===== config.mk =====
export PLATFORM = sky130hd
export DESIGN_NAME = bin_to_bcd_seq
export DESIGN_NICKNAME = d
export VERILOG_FILES = /design/src/rtl/bin_to_bcd_seq_pkg.sv /design/src/rtl/bcd_digit_adj.sv /design/src/rtl/bin_to_bcd_seq.sv
export SDC_FILE = /design/constraint.sdc
export NUM_CORES = 1
export LEC_CHECK = 0
export CAP_MARGIN = 20
export CORE_ASPECT_RATIO = 1.75
export CORE_UTILIZATION = 45
export CTS_CLUSTER_DIAMETER = 100
export CTS_CLUSTER_SIZE = 12
export DETAILED_ROUTE_END_ITERATION = 10
export GPL_TIMING_DRIVEN = 0
export PLACE_DENSITY = 0.76
export SYNTH_ARGS = -nofsm -noshare
export SYNTH_HDL_FRONTEND = slang
export SYNTH_HIERARCHICAL = 1
export SYNTH_SLANG_ARGS = --single-unit

===== constraint.sdc =====
create_clock -name i_Clk -period 1.2 [get_ports i_Clk]
set_input_delay 0.3 -clock i_Clk [delete_from_list [all_inputs] [get_ports i_Clk]]
set_output_delay 0.3 -clock i_Clk [all_outputs]
set_load 0.01 [all_outputs]

===== src/rtl/bin_to_bcd_seq_pkg.sv =====
// rtl/bin_to_bcd_seq_pkg.sv - shared FSM encodings and BCD adjust constants
//
// Purpose : common definitions for the sequential binary-to-BCD converter.
//           state_t        FSM state encoding (ST_IDLE, ST_SHIFT, ST_DONE)
//           BCD_ADJ_THRESH digit value at or above which +3 is applied
//           BCD_ADJ_ADD    correction added before each left shift
// Ports   : none (package)

package bin_to_bcd_seq_pkg;

  typedef enum logic [1:0] {
    ST_IDLE  = 2'd0,
    ST_SHIFT = 2'd1,
    ST_DONE  = 2'd2
  } state_t;

  localparam logic [3:0] BCD_ADJ_THRESH = 4'd5;
  localparam logic [3:0] BCD_ADJ_ADD    = 4'd3;

endpackage


===== src/rtl/bcd_digit_adj.sv =====
// rtl/bcd_digit_adj.sv - combinational "if >= 5 add 3" BCD digit cell
//
// Purpose : pre-shift correction for one BCD digit of the shift-and-add-3
//           converter. Input range 0..9 maps to at most 4'b1100, so the
//           4-bit sum never wraps.
// Ports   : din   in  4  scratch digit before correction
//           dout  out 4  corrected digit, ready to be shifted left

module bcd_digit_adj
  import bin_to_bcd_seq_pkg::*;
(
  input  logic [3:0] din,
  output logic [3:0] dout
);

  always_comb begin
    if (din >= BCD_ADJ_THRESH) begin
      dout = din + BCD_ADJ_ADD;
    end else begin
      dout = din;
    end
  end

endmodule


===== src/rtl/bin_to_bcd_seq.sv =====
// rtl/bin_to_bcd_seq.sv - sequential binary-to-BCD converter, one bit per clock
//
// Purpose : converts an unsigned W_BIN-bit value to N_DIG BCD digits using
//           shift-and-add-3. Results are held stable between conversions so
//           downstream 7-segment decoders do not flicker.
// Macro   : LEADING_ZERO_BLANK_EN - when defined, o_Blank flags leading-zero
//           digits (digit 0 never blanked, overflow clears the mask); when
//           undefined, o_Blank is tied to 0.
// Ports   : i_Clk       in  1        clock, rising edge
//           i_Reset     in  1        synchronous active-high reset
//           i_Start     in  1        start request, accepted only when idle
//           i_Bin       in  W_BIN    value sampled with an accepted start
//           o_Busy      out 1        conversion in progress
//           o_Done      out 1        one-cycle pulse when results update
//           o_Bcd       out 4*N_DIG  result digits, digit k at [4k+3:4k]
//           o_Overflow  out 1        value did not fit in N_DIG digits
//           o_Blank     out N_DIG    leading-zero blank mask

module bin_to_bcd_seq
  import bin_to_bcd_seq_pkg::*;
#(
  parameter int W_BIN = 16,
  parameter int N_DIG = 5
) (
  input  logic               i_Clk,
  input  logic               i_Reset,
  input  logic               i_Start,
  input  logic [W_BIN-1:0]   i_Bin,
  output logic               o_Busy,
  output logic               o_Done,
  output logic [4*N_DIG-1:0] o_Bcd,
  output logic               o_Overflow,
  output logic [N_DIG-1:0]   o_Blank
);

  localparam int CNT_W = $clog2(W_BIN + 1);
  localparam int BCD_W = 4 * N_DIG;

  state_t             state;
  logic [W_BIN-1:0]   shift_reg;
  logic [BCD_W-1:0]   scratch;
  logic [BCD_W-1:0]   adj;
  logic               ovf_scratch;
  logic [CNT_W-1:0]   cnt;

  // One correction cell per digit; the corrected digits are what gets shifted.
  genvar g;
  generate
    for (g = 0; g < N_DIG; g++) begin : g_dig
      bcd_digit_adj u_adj (
        .din  (scratch[4*g +: 4]),
        .dout (adj[4*g +: 4])
      );
    end
  endgenerate

`ifdef LEADING_ZERO_BLANK_EN
  logic [N_DIG-1:0] blank_next;
  logic             zero_run;

  // Walk from the top digit down; a digit is blank while every digit at or
  // above it is zero. Digit 0 stays visible so a zero result shows "0".
  always_comb begin
    blank_next = '0;
    zero_run   = 1'b1;
    for (int k = N_DIG - 1; k >= 1; k--) begin
      zero_run      = zero_run & (scratch[4*k +: 4] == 4'd0);
      blank_next[k] = zero_run & ~ovf_scratch;
    end
  end
`else
  assign o_Blank = '0;
`endif

  always_ff @(posedge i_Clk) begin
    if (i_Reset) begin
      state       <= ST_IDLE;
      shift_reg   <= '0;
      scratch     <= '0;
      ovf_scratch <= 1'b0;
      cnt         <= '0;
      o_Busy      <= 1'b0;
      o_Done      <= 1'b0;
      o_Bcd       <= '0;
      o_Overflow  <= 1'b0;
`ifdef LEADING_ZERO_BLANK_EN
      o_Blank     <= '0;
`endif
    end else begin
      o_Done <= 1'b0;
      case (state)
        ST_IDLE: begin
          if (i_Start) begin
            shift_reg   <= i_Bin;
            scratch     <= '0;
            ovf_scratch <= 1'b0;
            cnt         <= CNT_W'(W_BIN);
            o_Busy      <= 1'b1;
            state       <= ST_SHIFT;
          end
        end

        ST_SHIFT: begin
          // {scratch, shift_reg} shifts left as one long register; whatever
          // leaves the top digit is lost and marks the result as overflowed.
          scratch     <= {adj[BCD_W-2:0], shift_reg[W_BIN-1]};
          shift_reg   <= shift_reg << 1;
          ovf_scratch <= ovf_scratch | adj[BCD_W-1];
          cnt         <= cnt - CNT_W'(1);
          if (cnt == CNT_W'(1)) begin
            state <= ST_DONE;
          end
        end

        ST_DONE: begin
          o_Bcd      <= scratch;
          o_Overflow <= ovf_scratch;
`ifdef LEADING_ZERO_BLANK_EN
          o_Blank    <= blank_next;
`endif
          o_Done     <= 1'b1;
          o_Busy     <= 1'b0;
          state      <= ST_IDLE;
        end

        default: begin
          o_Busy <= 1'b0;
          state  <= ST_IDLE;
        end
      endcase
    end
  end

endmodule

==> results.sh, run 1 <==
export IMPL_worst_setup_path_type="register to register"
export IMPL_status="complete, but fails checks"
export IMPL_yosysWarnings=6
export IMPL_drc=0
export IMPL_diodes=0
export IMPL_arrival_ps=1570
export IMPL_slew_violations=0
export IMPL_die_height_um=111
export IMPL_cp_required_ps=1420
export IMPL_antenna_found_initial=0
export IMPL_core_area_um2=6590
export IMPL_grt_max_degree=11
export IMPL_fmax_ghz=0.737
export IMPL_clock_root_buffer="clkbuf_16"
export IMPL_cts_buffers_inserted=9
export IMPL_area_growth_pct=50.8
export IMPL_hold_viol=0
export IMPL_layout_drive_gt1_share=0.400
export IMPL_place_area_um2=3700
export IMPL_netlist_instances=371
export IMPL_die_w_um=64.6
export IMPL_initial_utilization=0.468
export IMPL_crit_fanout=3
export IMPL_fin_ws_ps=-157
export IMPL_dp_slack_ps=-788
export IMPL_min_delay_path_class="register to register"
export IMPL_ys_types=38
export IMPL_cts_tree="yes"
export IMPL_ys_seq_area_frac=0.435
export IMPL_crit_slowest_cell="dfxtp_2"
export IMPL_dr_pass1_iters=4
export IMPL_hold_buffers=0
export IMPL_clk_latency_ps=340
export IMPL_grt_pass1_wl_um=12300
export IMPL_totalWireLength_um=8590
export IMPL_track_usage=0.223
export IMPL_syn_cell_area_um2=3080
export IMPL_synth_largest_area_cell="dfxtp_1"
export IMPL_overflow=0
export IMPL_synth_top_area_share=0.435
export IMPL_clkTransAtPathRegs_ps=50
export IMPL_whs_path_depth=2
export IMPL_grt_pass1_vias=2698
export IMPL_final_cell_area_um2=4650
export IMPL_vdd_ir_drop_max_uv=1000
export IMPL_fill_cells=467
export IMPL_postRouteAntennaNets=0
export IMPL_io_pins=47
export IMPL_portBuffers=41
export IMPL_cts_sinks=67
export IMPL_crit_path_start_kind="register"
export IMPL_violations="negative setup slack"
export IMPL_final_net_count=484
export IMPL_ys_ff_latch=67
export IMPL_num_rows=39
export IMPL_min_period_ps=1360
export IMPL_slowest_delay_ps=370
export IMPL_reg2regPathDepth=6
export IMPL_setup_viol_count_final=24
export IMPL_routedWlPerCell_um=15.9
export IMPL_vias_per_cell=5.43
export IMPL_dp_hpwl_um=4940
export IMPL_power_density_nw_per_um2=1170
export IMPL_die_area_um2=7200
export IMPL_fin_crit_sh=1.13
export IMPL_total_power_w=0.00545
export IMPL_htree_levels=3
export IMPL_yosys_top_cells_area="dfxtp_1 (44%), nand2_1 (9.1%), a21oi_1 (6.3%), a22o_1 (5.7%), ha_1 (4.9%)"
export IMPL_clockBufferDepth=2
export IMPL_drt_iter0_drc=207
export IMPL_clock_skew_ps=5.28
export IMPL_rsz0062_at_grt="yes"
export IMPL_final_common_cell="nand2_1"
export IMPL_vias=2929
export IMPL_setup_tns_ps=-1090
export IMPL_place_gp_congestion=0.814
export IMPL_final_cell_mix="nand2_1 (75), dfxtp_1 (46), buf_4 (28)"
export IMPL_cp_cell_sequence="inv_4 > ha_4 > nand2b_4 > a21oi_4 > xnor2_1 > a22o_1"
export IMPL_syn_avg_cell_area_um2=8.31
export IMPL_cp_end_kind="register"
export IMPL_cap_violations=0
export IMPL_p_leak_nw=1.88
export IMPL_holdWs_ps=453
[critical path: cells and delay by family (launching register included)]
kind,cells,cell delay [ps]
flip-flops,1,370
XOR/XNOR,1,110
AO/OA/AOI/OAI,2,410
AND/OR/NAND/NOR,1,150
buffers and inverters,1,60
adder cells (fa/ha/maj),1,150
[where the power goes]
group,switching (W),internal (W)
Clock,0.000935,0.00143
Sequential,0.0000748,0.00230
Combinational,0.000346,0.000365
Total,0.00136,0.00409
[layer usage]
metal | global-route usage | part of all wire | vias up
met4 | 0.138 | 0.029 | 0
met1 | 0.231 | 0.38 | 1420
met5 | 0 | 0 | -
met3 | 0.0256 | 0.029 | 17
li1 | - | - | 1411
met2 | 0.411 | 0.56 | 81
[final cells by class]
type / instances / area [um^2] / share of cell area
Buffer: 26 / 267 / 0.0574
Timing Repair Buffer: 68 / 601 / 0.129
Tap cell: 82 / 103 / 0.0221
Inverter: 14 / 62.6 / 0.0135
Sequential cell: 67 / 1390 / 0.298
Clock inverter: 3 / 15.0 / 0.00323
Clock buffer: 12 / 246 / 0.0530
Multi-Input combinational cell: 267 / 1970 / 0.424
[path summary, 6_finish.rpt]
check	start	end	slack, ps
worst min register to register	o_Bcd[5]	o_Bcd[5]	450
worst max-delay path	scratch[9]	scratch[9]	-160
worst max register to register	scratch[9]	scratch[9]	-160
worst min-delay path	o_Bcd[5]	o_Bcd[5]	450
[stage by stage]
step                      std cells  utilization
after floorplan                 375            -
after global placement          498        0.562
after detailed placement        498        0.562
after CTS                       532        0.654
after global routing            539        0.705
final                           539        0.705
[timing repair]
item	in CTS	in global routing
pin swaps	21	29
endpoints found under the setup margin	89	79
gates resized for setup	135	94
cloned	3	2
hold endpoints to repair	0	0
setup buffers	16	6
[logic make-up after synthesis]
| family | Yosys count | share of synthesized area |
|---|---|---|
| other cells | 1 | 0.00122 |
| flops | 67 | 0.435 |
| xor+xnor | 5 | 0.0142 |
| simple gates | 144 | 0.214 |
| compound gates | 95 | 0.201 |
| mux | 6 | 0.0195 |
| buf+inv | 41 | 0.0658 |
| fa+ha+maj | 12 | 0.0487 |
[synthesized netlist by cell type]
cell	instances
o21bai_1	1
clkbuf_1	5
nor2_1	26
buf_1	1
dfxtp_1	67
or3_1	2
o21ai_1	5
nor3b_1	1
conb_1	1
xnor2_1	5
a21oi_1	39
nand2_1	75
nand3_1	1
or3b_1	5
o21ai_0	8
o21ba_1	1
nand3b_1	2
a311oi_1	1
ha_1	12
and2b_1	1
nor2b_1	3
buf_2	12
mux2i_1	6
buf_4	9
a21oi_2	5
a211oi_1	10
nor3_1	7
a31oi_1	2
and3b_1	1
a21o_1	1
a22o_1	20
inv_1	14
nor2_2	1
a2111oi_0	1
nand2b_1	17
nor4b_1	1
a41o_1	1
and2_1	1
(Power assumes the default switching activity.)
==> inputs of run 2 (changes only) <==
--- a/config.mk
+++ b/config.mk
@@ -5,7 +5,7 @@
 export SDC_FILE = /design/constraint.sdc
 export NUM_CORES = 1
 export LEC_CHECK = 0
-export CAP_MARGIN = 20
+export CAP_MARGIN = 40
 export CORE_ASPECT_RATIO = 1.75
 export CORE_UTILIZATION = 45
 export CTS_CLUSTER_DIAMETER = 100
==> results of run 2 <==
No change in the layout: final DEF, timing and power equal those of run 1.
